<file path="src/rtl/riscv_pkg.sv">
// rtl/riscv_pkg.sv - RV32I memory-stage opcodes, funct3 codes, FSM states and pipeline register types
package riscv_pkg;

  localparam logic [6:0] OPC_LOAD  = 7'b0000011;
  localparam logic [6:0] OPC_STORE = 7'b0100011;

  localparam logic [2:0] F3_LB  = 3'b000;
  localparam logic [2:0] F3_LH  = 3'b001;
  localparam logic [2:0] F3_LW  = 3'b010;
  localparam logic [2:0] F3_LBU = 3'b100;
  localparam logic [2:0] F3_LHU = 3'b101;
  localparam logic [2:0] F3_SB  = 3'b000;
  localparam logic [2:0] F3_SH  = 3'b001;
  localparam logic [2:0] F3_SW  = 3'b010;

  typedef enum logic [1:0] {
    IDLE = 2'd0,
    REQ  = 2'd1,
    RESP = 2'd2
  } mem_state_e;

  typedef struct packed {
    logic [31:0] instr;
    logic [31:0] alu;
    logic [31:0] rs2;
    logic [31:0] pc;
    logic [1:0]  mem_to_reg;
    logic        reg_write;
    logic [4:0]  rd;
  } ex_mem_t;

  typedef struct packed {
    logic [31:0] instr;
    logic [31:0] alu;
    logic [31:0] load_data;
    logic [31:0] pc;
    logic [1:0]  mem_to_reg;
    logic        reg_write;
    logic [4:0]  rd;
    logic        misaligned;
  } mem_wb_t;

endpackage

</file>
<file path="src/rtl/load_store_align.sv">
// rtl/load_store_align.sv - byte-lane steering for stores and lane extraction/extension for loads
module load_store_align
  import riscv_pkg::*;
(
  input  logic [2:0]  funct3,
  input  logic [1:0]  addr_lo,
  input  logic [31:0] rs2,
  input  logic [31:0] rdata,
  output logic [3:0]  be,
  output logic [31:0] wdata,
  output logic [31:0] load_data,
  output logic        misaligned
);

  logic [15:0] lane;
  logic        sext;

  assign lane = 16'(rdata >> {addr_lo, 3'b000});
  assign sext = ~funct3[2];

  // Unknown funct3 codes fall through to word behaviour.
  always_comb begin
    be         = 4'b1111;
    wdata      = rs2;
    load_data  = rdata;
    misaligned = |addr_lo;
    case (funct3)
      F3_LB, F3_LBU: begin
        be         = 4'b0001 << addr_lo;
        wdata      = {4{rs2[7:0]}};
        load_data  = {{24{sext & lane[7]}}, lane[7:0]};
        misaligned = 1'b0;
      end
      F3_LH, F3_LHU: begin
        be         = 4'b0011 << addr_lo;
        wdata      = {2{rs2[15:0]}};
        load_data  = {{16{sext & lane[15]}}, lane[15:0]};
        misaligned = addr_lo[0];
      end
      default: ;
    endcase
  end

endmodule

</file>
<file path="src/rtl/mem_access_stage.sv">
// rtl/mem_access_stage.sv - RV32I MEM stage: dmem req/gnt/rvalid FSM, op latch and MEM/WB register
module mem_access_stage
  import riscv_pkg::*;
#(
  parameter int XLEN   = 32,
  parameter int ADDR_W = 32
) (
  input  logic              clk,
  input  logic              rst_n,
  input  logic [31:0]       ex_mem_instruction,
  input  logic [XLEN-1:0]   ex_mem_ALUOut,
  input  logic [XLEN-1:0]   ex_mem_rs2_data,
  input  logic [31:0]       ex_mem_pc,
  input  logic [1:0]        ex_mem_mem_to_reg,
  input  logic              ex_mem_regWrite,
  input  logic [4:0]        ex_mem_rd,
  output logic              dmem_req,
  output logic              dmem_we,
  output logic [ADDR_W-1:0] dmem_addr,
  output logic [3:0]        dmem_be,
  output logic [XLEN-1:0]   dmem_wdata,
  input  logic              dmem_gnt,
  input  logic              dmem_rvalid,
  input  logic [XLEN-1:0]   dmem_rdata,
  output logic              mem_stall,
  output logic              misaligned_exc,
  output logic [31:0]       mem_wb_instruction,
  output logic [XLEN-1:0]   mem_wb_ALUOut,
  output logic [XLEN-1:0]   mem_wb_load_data,
  output logic [31:0]       mem_wb_pc,
  output logic [1:0]        mem_wb_mem_to_reg,
  output logic              mem_wb_regWrite,
  output logic [4:0]        mem_wb_rd
);

  mem_state_e state, state_nxt;
  ex_mem_t    ex_in, op_q, cur;
  mem_wb_t    wb_q, wb_nxt;

  logic        idle, is_load, is_store, is_mem, misaligned, start;
  logic        done_store, done_load;
  logic [3:0]  be;
  logic [31:0] wdata, load_data;

  assign ex_in = '{instr: ex_mem_instruction, alu: ex_mem_ALUOut, rs2: ex_mem_rs2_data,
                   pc: ex_mem_pc, mem_to_reg: ex_mem_mem_to_reg,
                   reg_write: ex_mem_regWrite, rd: ex_mem_rd};

  // Once an op has been issued everything is driven from the latch, not the EX/MEM inputs.
  assign idle     = (state == IDLE);
  assign cur      = idle ? ex_in : op_q;
  assign is_load  = (cur.instr[6:0] == OPC_LOAD);
  assign is_store = (cur.instr[6:0] == OPC_STORE);
  assign is_mem   = is_load | is_store;

  load_store_align u_align (
    .funct3    (cur.instr[14:12]),
    .addr_lo   (cur.alu[1:0]),
    .rs2       (cur.rs2),
    .rdata     (dmem_rdata),
    .be        (be),
    .wdata     (wdata),
    .load_data (load_data),
    .misaligned(misaligned)
  );

  assign start      = rst_n & idle & is_mem & ~misaligned;
  assign dmem_req   = start | (state == REQ);
  assign dmem_we    = dmem_req & is_store;
  assign dmem_addr  = dmem_req ? {cur.alu[ADDR_W-1:2], 2'b00} : '0;
  assign dmem_be    = dmem_req ? be : 4'b0000;
  assign dmem_wdata = dmem_req ? wdata : '0;

  assign done_store = dmem_req & is_store & dmem_gnt;
  assign done_load  = (state == RESP) & dmem_rvalid;
  assign mem_stall  = (dmem_req & ~done_store) | ((state == RESP) & ~dmem_rvalid);

  always_comb begin
    state_nxt = state;
    case (state)
      IDLE:    if (start) state_nxt = !dmem_gnt ? REQ : (is_load ? RESP : IDLE);
      REQ:     if (dmem_gnt) state_nxt = is_load ? RESP : IDLE;
      RESP:    if (dmem_rvalid) state_nxt = IDLE;
      default: state_nxt = IDLE;
    endcase
  end

  // Completion and non-mem ops load MEM/WB; a pending op leaves a bubble behind it.
  always_comb begin
    wb_nxt = '0;
    if (done_store || done_load || (idle && !is_mem)) begin
      wb_nxt.instr      = cur.instr;
      wb_nxt.alu        = cur.alu;
      wb_nxt.load_data  = done_load ? load_data : 32'd0;
      wb_nxt.pc         = cur.pc;
      wb_nxt.mem_to_reg = cur.mem_to_reg;
      wb_nxt.reg_write  = cur.reg_write;
      wb_nxt.rd         = cur.rd;
    end else if (idle && misaligned) begin
      wb_nxt.instr      = cur.instr;
      wb_nxt.alu        = cur.alu;
      wb_nxt.pc         = cur.pc;
      wb_nxt.mem_to_reg = cur.mem_to_reg;
      wb_nxt.rd         = cur.rd;
      wb_nxt.misaligned = 1'b1;
    end
  end

  always_ff @(posedge clk or negedge rst_n) begin
    if (!rst_n) begin
      state <= IDLE;
      op_q  <= '0;
      wb_q  <= '0;
    end else begin
      state <= state_nxt;
      wb_q  <= wb_nxt;
      if (start) op_q <= ex_in;
    end
  end

  assign misaligned_exc     = wb_q.misaligned;
  assign mem_wb_instruction = wb_q.instr;
  assign mem_wb_ALUOut      = wb_q.alu;
  assign mem_wb_load_data   = wb_q.load_data;
  assign mem_wb_pc          = wb_q.pc;
  assign mem_wb_mem_to_reg  = wb_q.mem_to_reg;
  assign mem_wb_regWrite    = wb_q.reg_write;
  assign mem_wb_rd          = wb_q.rd;

endmodule

</file>
<file path="config.mk">
export PLATFORM = sky130hd
export DESIGN_NAME = mem_access_stage
export DESIGN_NICKNAME = d
export VERILOG_FILES = /design/src/rtl/riscv_pkg.sv /design/src/rtl/load_store_align.sv /design/src/rtl/mem_access_stage.sv
export SDC_FILE = /design/constraint.sdc
export NUM_CORES = 1
export LEC_CHECK = 0
export ABC_CLOCK_PERIOD_IN_PS = 5000
export BUFFER_PORTS_ARGS = -buffer_cell sky130_fd_sc_hd__buf_2
export CORE_MARGIN = 1.5
export CORE_UTILIZATION = 45
export CTS_BUF_LIST = sky130_fd_sc_hd__clkbuf_8
export DETAILED_ROUTE_END_ITERATION = 16
export MAX_ROUTING_LAYER = met4
export PLACE_DENSITY = 0.68
export SYNTH_ARGS = -nofsm -noshare
export SYNTH_HDL_FRONTEND = slang
export SYNTH_SLANG_ARGS = --single-unit
</file>
<file path="constraint.sdc">
create_clock -name clk -period 5 [get_ports clk]
set_input_delay 0.25 -clock clk [delete_from_list [all_inputs] [get_ports clk]]
set_output_delay 0.25 -clock clk [all_outputs]
set_load 0.1 [all_outputs]
</file>
==> impl_metrics.csv, run 1 <==
group,metric,value,unit
status,status,"finished clean",
synth,synth_cell_type_count,59,
power,switching_power,1.64,mW
worst_setup_path,critPathCaptureType,"output port",
sta,relSlewSlack,15.5,%
floorplanning,chipHeight,172,um
sta,slew_viol_final,0,
power,p_int,3.77,mW
synth,ys_ff_latch,275,
job,drv_cap,0,
finish,nNetsFinal,1906,
detailed_routing,totalWireLength,38800,um
sta,setup_ws,0.619,ns
grt,grt_overflow,0,
grt,grt_pass1_wl,59900,um
sta,timing_worst_slew_pin_value,1.26,ns
detailed_routing,drt_iter0_markers,809,
floorplanning,initial_core_util,46.0,%
clock_network,clockRootBuffer,"clkbuf_8",
power,pwr-share-clk,36.2,%
worst_setup_path,crit_path_max_fanout,39,
worst_setup_path,crit_buf_inv,4,
power,powerDensity,309,mW/mm^2
sta,tns,0,ns
finish,regMostFlops,"op_q",
place,dp_cells,1902,
power,peakVddDrop,249,uV
place,gp_congestion,0.929,
worst_setup_path,worstSetupPathType,"in -> out",
floorplanning,die_x,172,um
synth,async_flop_share,100,%
detailed_routing,vias,11421,
clock_network,cts_buffers,47,
clock_network,cts_buffer_depth,3,
worst_setup_path,cpLargestDelayFamily,"buffers and inverters",
clock_network,path_clk_slew,0.06,ns
synth,synth_cells,1229,
worst_setup_path,cpMostUsedCell,"buf_2",
grt,antenna_found_initial,2,
place,hpwl,24800,um
detailed_routing,drc_errors,0,
sta,hold_violations,0,
synth,syn_area_per_cell,10.5,um^2
worst_setup_path,cpPeakStageDelay,0.69,ns
sta,holdWs,0.0443,ns
sta,rsz0062_at_grt,"false",
place,place_ws,0.885,ns
sta,final-setup-viol-count,0,
grt,grt_usage,26.6,%
synth,ys_seq_area_share,53.5,%
power,seq_power_share,45.3,%
floorplanning,io_pins,380,
finish,largest_reg_flops,136,
worst_setup_path,cp-start-kind,"primary input",
power,p_leak,9.00,nW
detailed_routing,viasPerCell,5.33,
sta,fmax,228,MHz
finish,area_growth,36.1,%
synth,synth_top_flop_cell,"dfrtp_1",
worst_setup_path,required,4.75,ns
clock_network,cts_setup_buffers,0,
detailed_routing,ant_nets,0,
finish,layout-drive-gt1-share,35.1,%
worst_setup_path,worstPathArrival,4.13,ns
detailed_routing,wl_per_cell,18.1,um
power,p_comb_share,18.4,%
finish,register_area,0.00688,mm^2
hold_path,hold_class,"in -> reg",
synth,syn_area,0.0129,mm^2
clock_network,cts_tree,"done",
grt,grt_pass1_vias,11327,
detailed_routing,dr.pass1.iters,5,
sta,finalCritPeriodShare,87.6,%
clock_network,cts_htree_levels,2,
clock_network,clock_latency,0.56,ns
power,switching_share,30.3,%
floorplanning,core-area,0.0279,mm^2
worst_setup_path,path_cells,"dlygate4sd3_1 -> buf_2 -> nor4_2 -> nand3_1 -> o31a_1 -> inv_2 -> o21ai_0 -> a2111oi_2 -> buf_2",
sta,skew,0.0263,ns
floorplanning,rows,61,
finish,final_cells,2143,
finish,multi_input_area,0.00555,mm^2
clock_network,cts_sinks,275,
place,placed_cell_area,0.0150,mm^2
finish,final_area,0.0175,mm^2
sta,period_needed,4.38,ns
floorplanning,die_area,0.0296,mm^2
worst_setup_path,crit_slowest_cell,"o31a_1",
grt,grt_max_degree,80,
place,port_buffers,377,
synth,ys_warn_count,0,
finish,fillers,2256,
synth,synth_edf_count,0,
==> cells in the mapped netlist (2+ instances only) <==
cell type | n | area, um^2
a2111oi_1 | 3 | 30.0
a2111oi_2 | 4 | 60.1
a211oi_1 | 19 | 143
a21oi_1 | 40 | 200
a221oi_1 | 2 | 17.5
a2bb2oi_1 | 7 | 61.3
a31oi_1 | 3 | 18.8
and2_1 | 32 | 200
buf_1 | 6 | 22.5
buf_2 | 32 | 160
buf_4 | 5 | 37.5
buf_6 | 3 | 33.8
clkbuf_1 | 55 | 206
dfrtp_1 | 275 | 6880
inv_1 | 3 | 11.3
mux2_2 | 130 | 1460
mux2i_1 | 27 | 270
nand2_1 | 343 | 1290
nand2b_1 | 3 | 18.8
nand3_1 | 19 | 95.1
nand4_1 | 2 | 12.5
nor2_1 | 15 | 56.3
nor2b_1 | 12 | 75.1
nor3_1 | 10 | 50.1
nor3b_1 | 8 | 60.1
nor4_1 | 4 | 25.0
nor4b_1 | 2 | 17.5
o211ai_1 | 5 | 37.5
o21a_1 | 3 | 22.5
o21ai_0 | 23 | 115
o21ai_1 | 2 | 10.0
o21ai_2 | 2 | 17.5
o221a_2 | 2 | 22.5
o22a_1 | 5 | 43.8
o31a_1 | 97 | 850
or2_2 | 3 | 18.8
==> worst paths after layout <==
path                                            start                      to  slack [ns]  depth (start not counted)
worst max-delay path            ex_mem_instruction[3]          dmem_wdata[30]        0.62                          9
worst min-delay path                   dmem_rdata[14]    mem_wb_load_data[14]        0.04                          3
worst max register to register               state[1]          misaligned_exc        1.26                          6
worst min register to register               op_q[36]                op_q[36]        0.50                          1
max in group asynchronous                       rst_n  mem_wb_instruction[18]        2.61                          4
min in group asynchronous                       rst_n        mem_wb_ALUOut[8]        0.24                          2
==> cell type report <==
| class | count | area share [%] |
|---|---|---|
| diodes | 2 | 0.0286 |
| clock buffers | 60 | 4.72 |
| clock inverters | 18 | 0.479 |
| inverters | 5 | 0.107 |
| multi-input cells | 848 | 31.7 |
| flip-flops and latches | 275 | 39.3 |
| well taps | 378 | 2.70 |
| repair buffers | 557 | 20.9 |
==> worst register-to-register path, delay by kind of cell (launching register included) <==
kind	cells	cell delay [ns]
and+or+nand+nor	3	1.23
DFF	1	0.53
buffers and inverters	3	1.81
==> through the flow <==
stage	utilization (%)	power [mW]
global route	62.6	5.63
detailed placement	53.6	3.38
floorplan	-	3.11
finish	62.6	5.40
CTS	62.6	5.45
global placement	53.6	3.36
==> kinds of logic after synthesis <==
family | share of synthesized area (%)
muxes | 13.7
and+or+nand+nor | 15.6
DFF | 53.5
AOI/OAI and AO/OA | 13.4
buffers and inverters | 3.77
other | 0.0292
==> repair_timing <==
| action | in CTS | in global routing |
|---|---|---|
| resized for setup | 0 | 1 |
| hold buffers | 161 | 0 |
| setup endpoints to repair | 0 | 5 |
| endpoints found under the hold margin | 252 | 0 |
==> per-layer routing <==
layer  wire length (um)  part of all wire, %  global-route usage, %  vias to the layer above
li1                   -                    -                      -                     5285
met2              18300                   47                   41.9                      467
met3               2700                  7.0                   5.49                       88
met5                  0                    0                      -                        -
met1              16500                   43                   34.0                     5581
met4               1190                  3.1                   9.34                        0
==> power by group through the flow <==
stage | sequential [mW] | combinational, mW | clock (mW)
finish | 2.45 | 0.996 | 1.96
detailed placement | 2.48 | 0.892 | 0
CTS | 2.45 | 0.995 | 2.01
global placement | 2.48 | 0.882 | 0
global route | 2.46 | 1.06 | 2.11
floorplan | 2.83 | 0.278 | 0
==> cells in the final DEF (no fill, tap or decap), drive strengths merged, types with 4 or more instances in the layout <==
cell type    instances
mux2               130
nor3                11
dlygate4sd3        161
a2111oi              7
or2                  4
dfrtp              275
nor2b               12
clkbuf              60
and2                32
mux2i               27
inv                 18
a211oi              20
nand2              343
o31a                97
o211ai               5
o22a                 5
nor3b                8
nor4                 4
nor2                16
a2bb2oi              7
a21oi               41
nand3               19
buf                396
clkinv               4
o21ai               27
Note: power is estimated with default switching activity, not from simulation.
==> inputs of run 2 (changes only) <==
--- a/config.mk
+++ b/config.mk
@@ -7,12 +7,14 @@
 export LEC_CHECK = 0
 export ABC_CLOCK_PERIOD_IN_PS = 5000
 export BUFFER_PORTS_ARGS = -buffer_cell sky130_fd_sc_hd__buf_2
+export CORE_ASPECT_RATIO = 1.2
 export CORE_MARGIN = 1.5
 export CORE_UTILIZATION = 45
 export CTS_BUF_LIST = sky130_fd_sc_hd__clkbuf_8
 export DETAILED_ROUTE_END_ITERATION = 16
 export MAX_ROUTING_LAYER = met4
 export PLACE_DENSITY = 0.68
+export SKIP_CTS_REPAIR_TIMING = 1
 export SYNTH_ARGS = -nofsm -noshare
 export SYNTH_HDL_FRONTEND = slang
 export SYNTH_SLANG_ARGS = --single-unit
==> run 2 against run 1 <==
Against the previous run: the run now ends with negative hold slack left; fmax is 3.6% lower; sequential share of layout area rose by 0.20 points; sequential power barely moved; register-to-register slack improved by 0.31 ns; combinational power about the same.
==> impl_metrics.csv, run 2 (synthesized netlist as in run 1, its figures left out) <==
group,metric,value,unit
worst_setup_path,worstSetupPathType,"reg -> out",
worst_setup_path,cp-start-kind,"flop",
power,p_leak,8.97,nW
finish,area_growth,35.4,%
power,seq_power_share,45.8,%
power,powerDensity,307,mW/mm^2
clock_network,cts_buffers,45,
hold_path,hold_class,"in -> reg",
grt,met2_usage,40.1,%
grt,grt_util_met1,31.8,%
floorplanning,die_area,0.0296,mm^2
sta,slew_viol_final,0,
sta,timing_worst_slew_pin_value,1.17,ns
sta,hold_violations,1,
power,p_comb_share,18.7,%
power,switching_share,30.9,%
clock_network,path_clk_slew,0.06,ns
floorplanning,io_pins,380,
sta,relSlewSlack,21.3,%
worst_setup_path,crit_slowest_cell,"o31a_1",
finish,nNetsFinal,1897,
sta,final-setup-viol-count,0,
sta,finalCritPeriodShare,90.9,%
finish,post-route-util,62.2,%
worst_setup_path,crit_path_max_fanout,39,
power,switching_power,1.65,mW
worst_setup_path,crit_buf_inv,2,
finish,final_cell_mix,"buf_2 (376), nand2_1 (343), dfrtp_1 (275)",
sta,period_needed,4.55,ns
power,pwr-share-clk,35.5,%
power,p_int,3.69,mW
floorplanning,chipHeight,188,um
finish,layout-drive-gt1-share,34.8,%
place,hpwl,24800,um
clock_network,cts_buffer_depth,3,
detailed_routing,viasPerCell,5.38,
power,peakVddDrop,230,uV
worst_setup_path,cp-startpoint,"state[0]",
floorplanning,core-area,0.0280,mm^2
worst_setup_path,required,4.75,ns
grt,grt_overflow,0,
detailed_routing,vias,11513,
detailed_routing,drc_errors,0,
grt,grt_max_degree,151,
floorplanning,rows,67,
grt,antenna_found_initial,3,
sta,skew,0.0179,ns
detailed_routing,drt_iter0_markers,705,
job,drv_cap,0,
worst_setup_path,worstPathArrival,4.30,ns
grt,grt_usage,25.9,%
place,port_buffers,377,
detailed_routing,wl_per_cell,18.5,um
status,violations,"negative hold slack",
sta,rsz0062_at_grt,"false",
finish,final_common_cell,"buf_2",
status,status,"finished, violations left",
floorplanning,die_x,157,um
detailed_routing,ant_nets,0,
finish,regMostFlops,"op_q",
grt,grtUsageMet3,5.45,%
clock_network,cts_tree,"done",
clock_network,cts_htree_levels,2,
clock_network,clock_latency,0.55,ns
sta,fmax,220,MHz
sta,holdWs,-0.00108,ns
worst_setup_path,path_cells,"or2_4 -> a211oi_4 -> o31a_1 -> inv_2 -> o21ai_0 -> a21oi_1 -> buf_2",
finish,largest_reg_flops,136,
place,gp_congestion,0.956,
worst_setup_path,cpLargestDelayFamily,"compound AO/OA/AOI/OAI gates",
hold_path,hold_path.startpoint,"ex_mem_instruction[4]",
grt,grt_pass1_vias,10759,
worst_setup_path,critPathCaptureType,"output port",
worst_setup_path,reg2reg_setup_slack,1.57,ns
worst_setup_path,reg2reg_from,"state[1]",
worst_setup_path,cpPeakStageDelay,0.89,ns
detailed_routing,totalWireLength,39600,um
clock_network,cts_sinks,275,
grt,grt_busiest_layer,"met2",
clock_network,clockRootBuffer,"clkbuf_8",
detailed_routing,dr.pass1.iters,4,
floorplanning,initial_core_util,45.9,%
grt,grt_pass1_wl,58400,um
sta,tns,0,ns
[run 2: changes by cell type in the layout (fill, tap and decap cells not counted), sizes merged, moves of 2 or more]
cell | before | now
clkinv | 4 | 7
dlygate4sd3 | 161 | 159
buf | 396 | 390
inv | 18 | 22
clkbuf | 60 | 55
[run 2: routing by layer]
metal	vias up	routed length, um
li1	5256	-
met1	5650	15900
met2	466	19300
met3	141	2450
met4	0	2000
met5	-	0
[run 2: power by group through the flow]
stage / Combinational, mW / Sequential (mW) / Clock [mW]
after floorplan: 0.278 / 2.83 / 0
after global placement: 0.881 / 2.48 / 0
after detailed placement: 0.893 / 2.48 / 0
after CTS: 0.896 / 2.45 / 1.95
after global routing: 1.06 / 2.46 / 2.04
final: 0.997 / 2.45 / 1.90
[run 2: cell type report]
cell class | instances | area, um^2
fillers | 2294 | 10600
flip-flops and latches | 275 | 6880
multi-input cells | 849 | 5550
repair buffers | 549 | 3610
clock buffers | 55 | 757
well taps | 379 | 474
clock inverters | 25 | 115
inverters | 5 | 18.8
diodes | 3 | 7.51
[run 2: path summary, 6_finish.rpt]
path                                              end  cells after the start
worst max register to register   mem_wb_load_data[14]                      6
worst max-delay path                   dmem_wdata[10]                      7
min in group asynchronous                   op_q[125]                      2
worst min-delay path            mem_wb_instruction[4]                      3
max in group asynchronous            mem_wb_ALUOut[6]                      3
worst min register to register               op_q[20]                      1
[run 2: stage by stage]
stage               power, mW  worst slack (ns)  instances  instance area (um^2)
floorplan                3.11             0.928       1230                 12900
global placement         3.36              1.09       1897                 14900
detailed placement       3.38             0.907       1897                 14900
CTS                      5.29             0.304       1977                 15800
global route             5.56            0.0368       2140                 17400
finish                   5.34             0.454       2140                 17400
[run 2: worst reg2reg max path, stage by stage (launching register included)]
cell     delay (ns)
dfrtp_1        0.57
nor2_4         0.50
buf_4          0.45
mux2_2         0.60
mux4_2         0.64
a21oi_2        0.39
a21oi_1        0.14
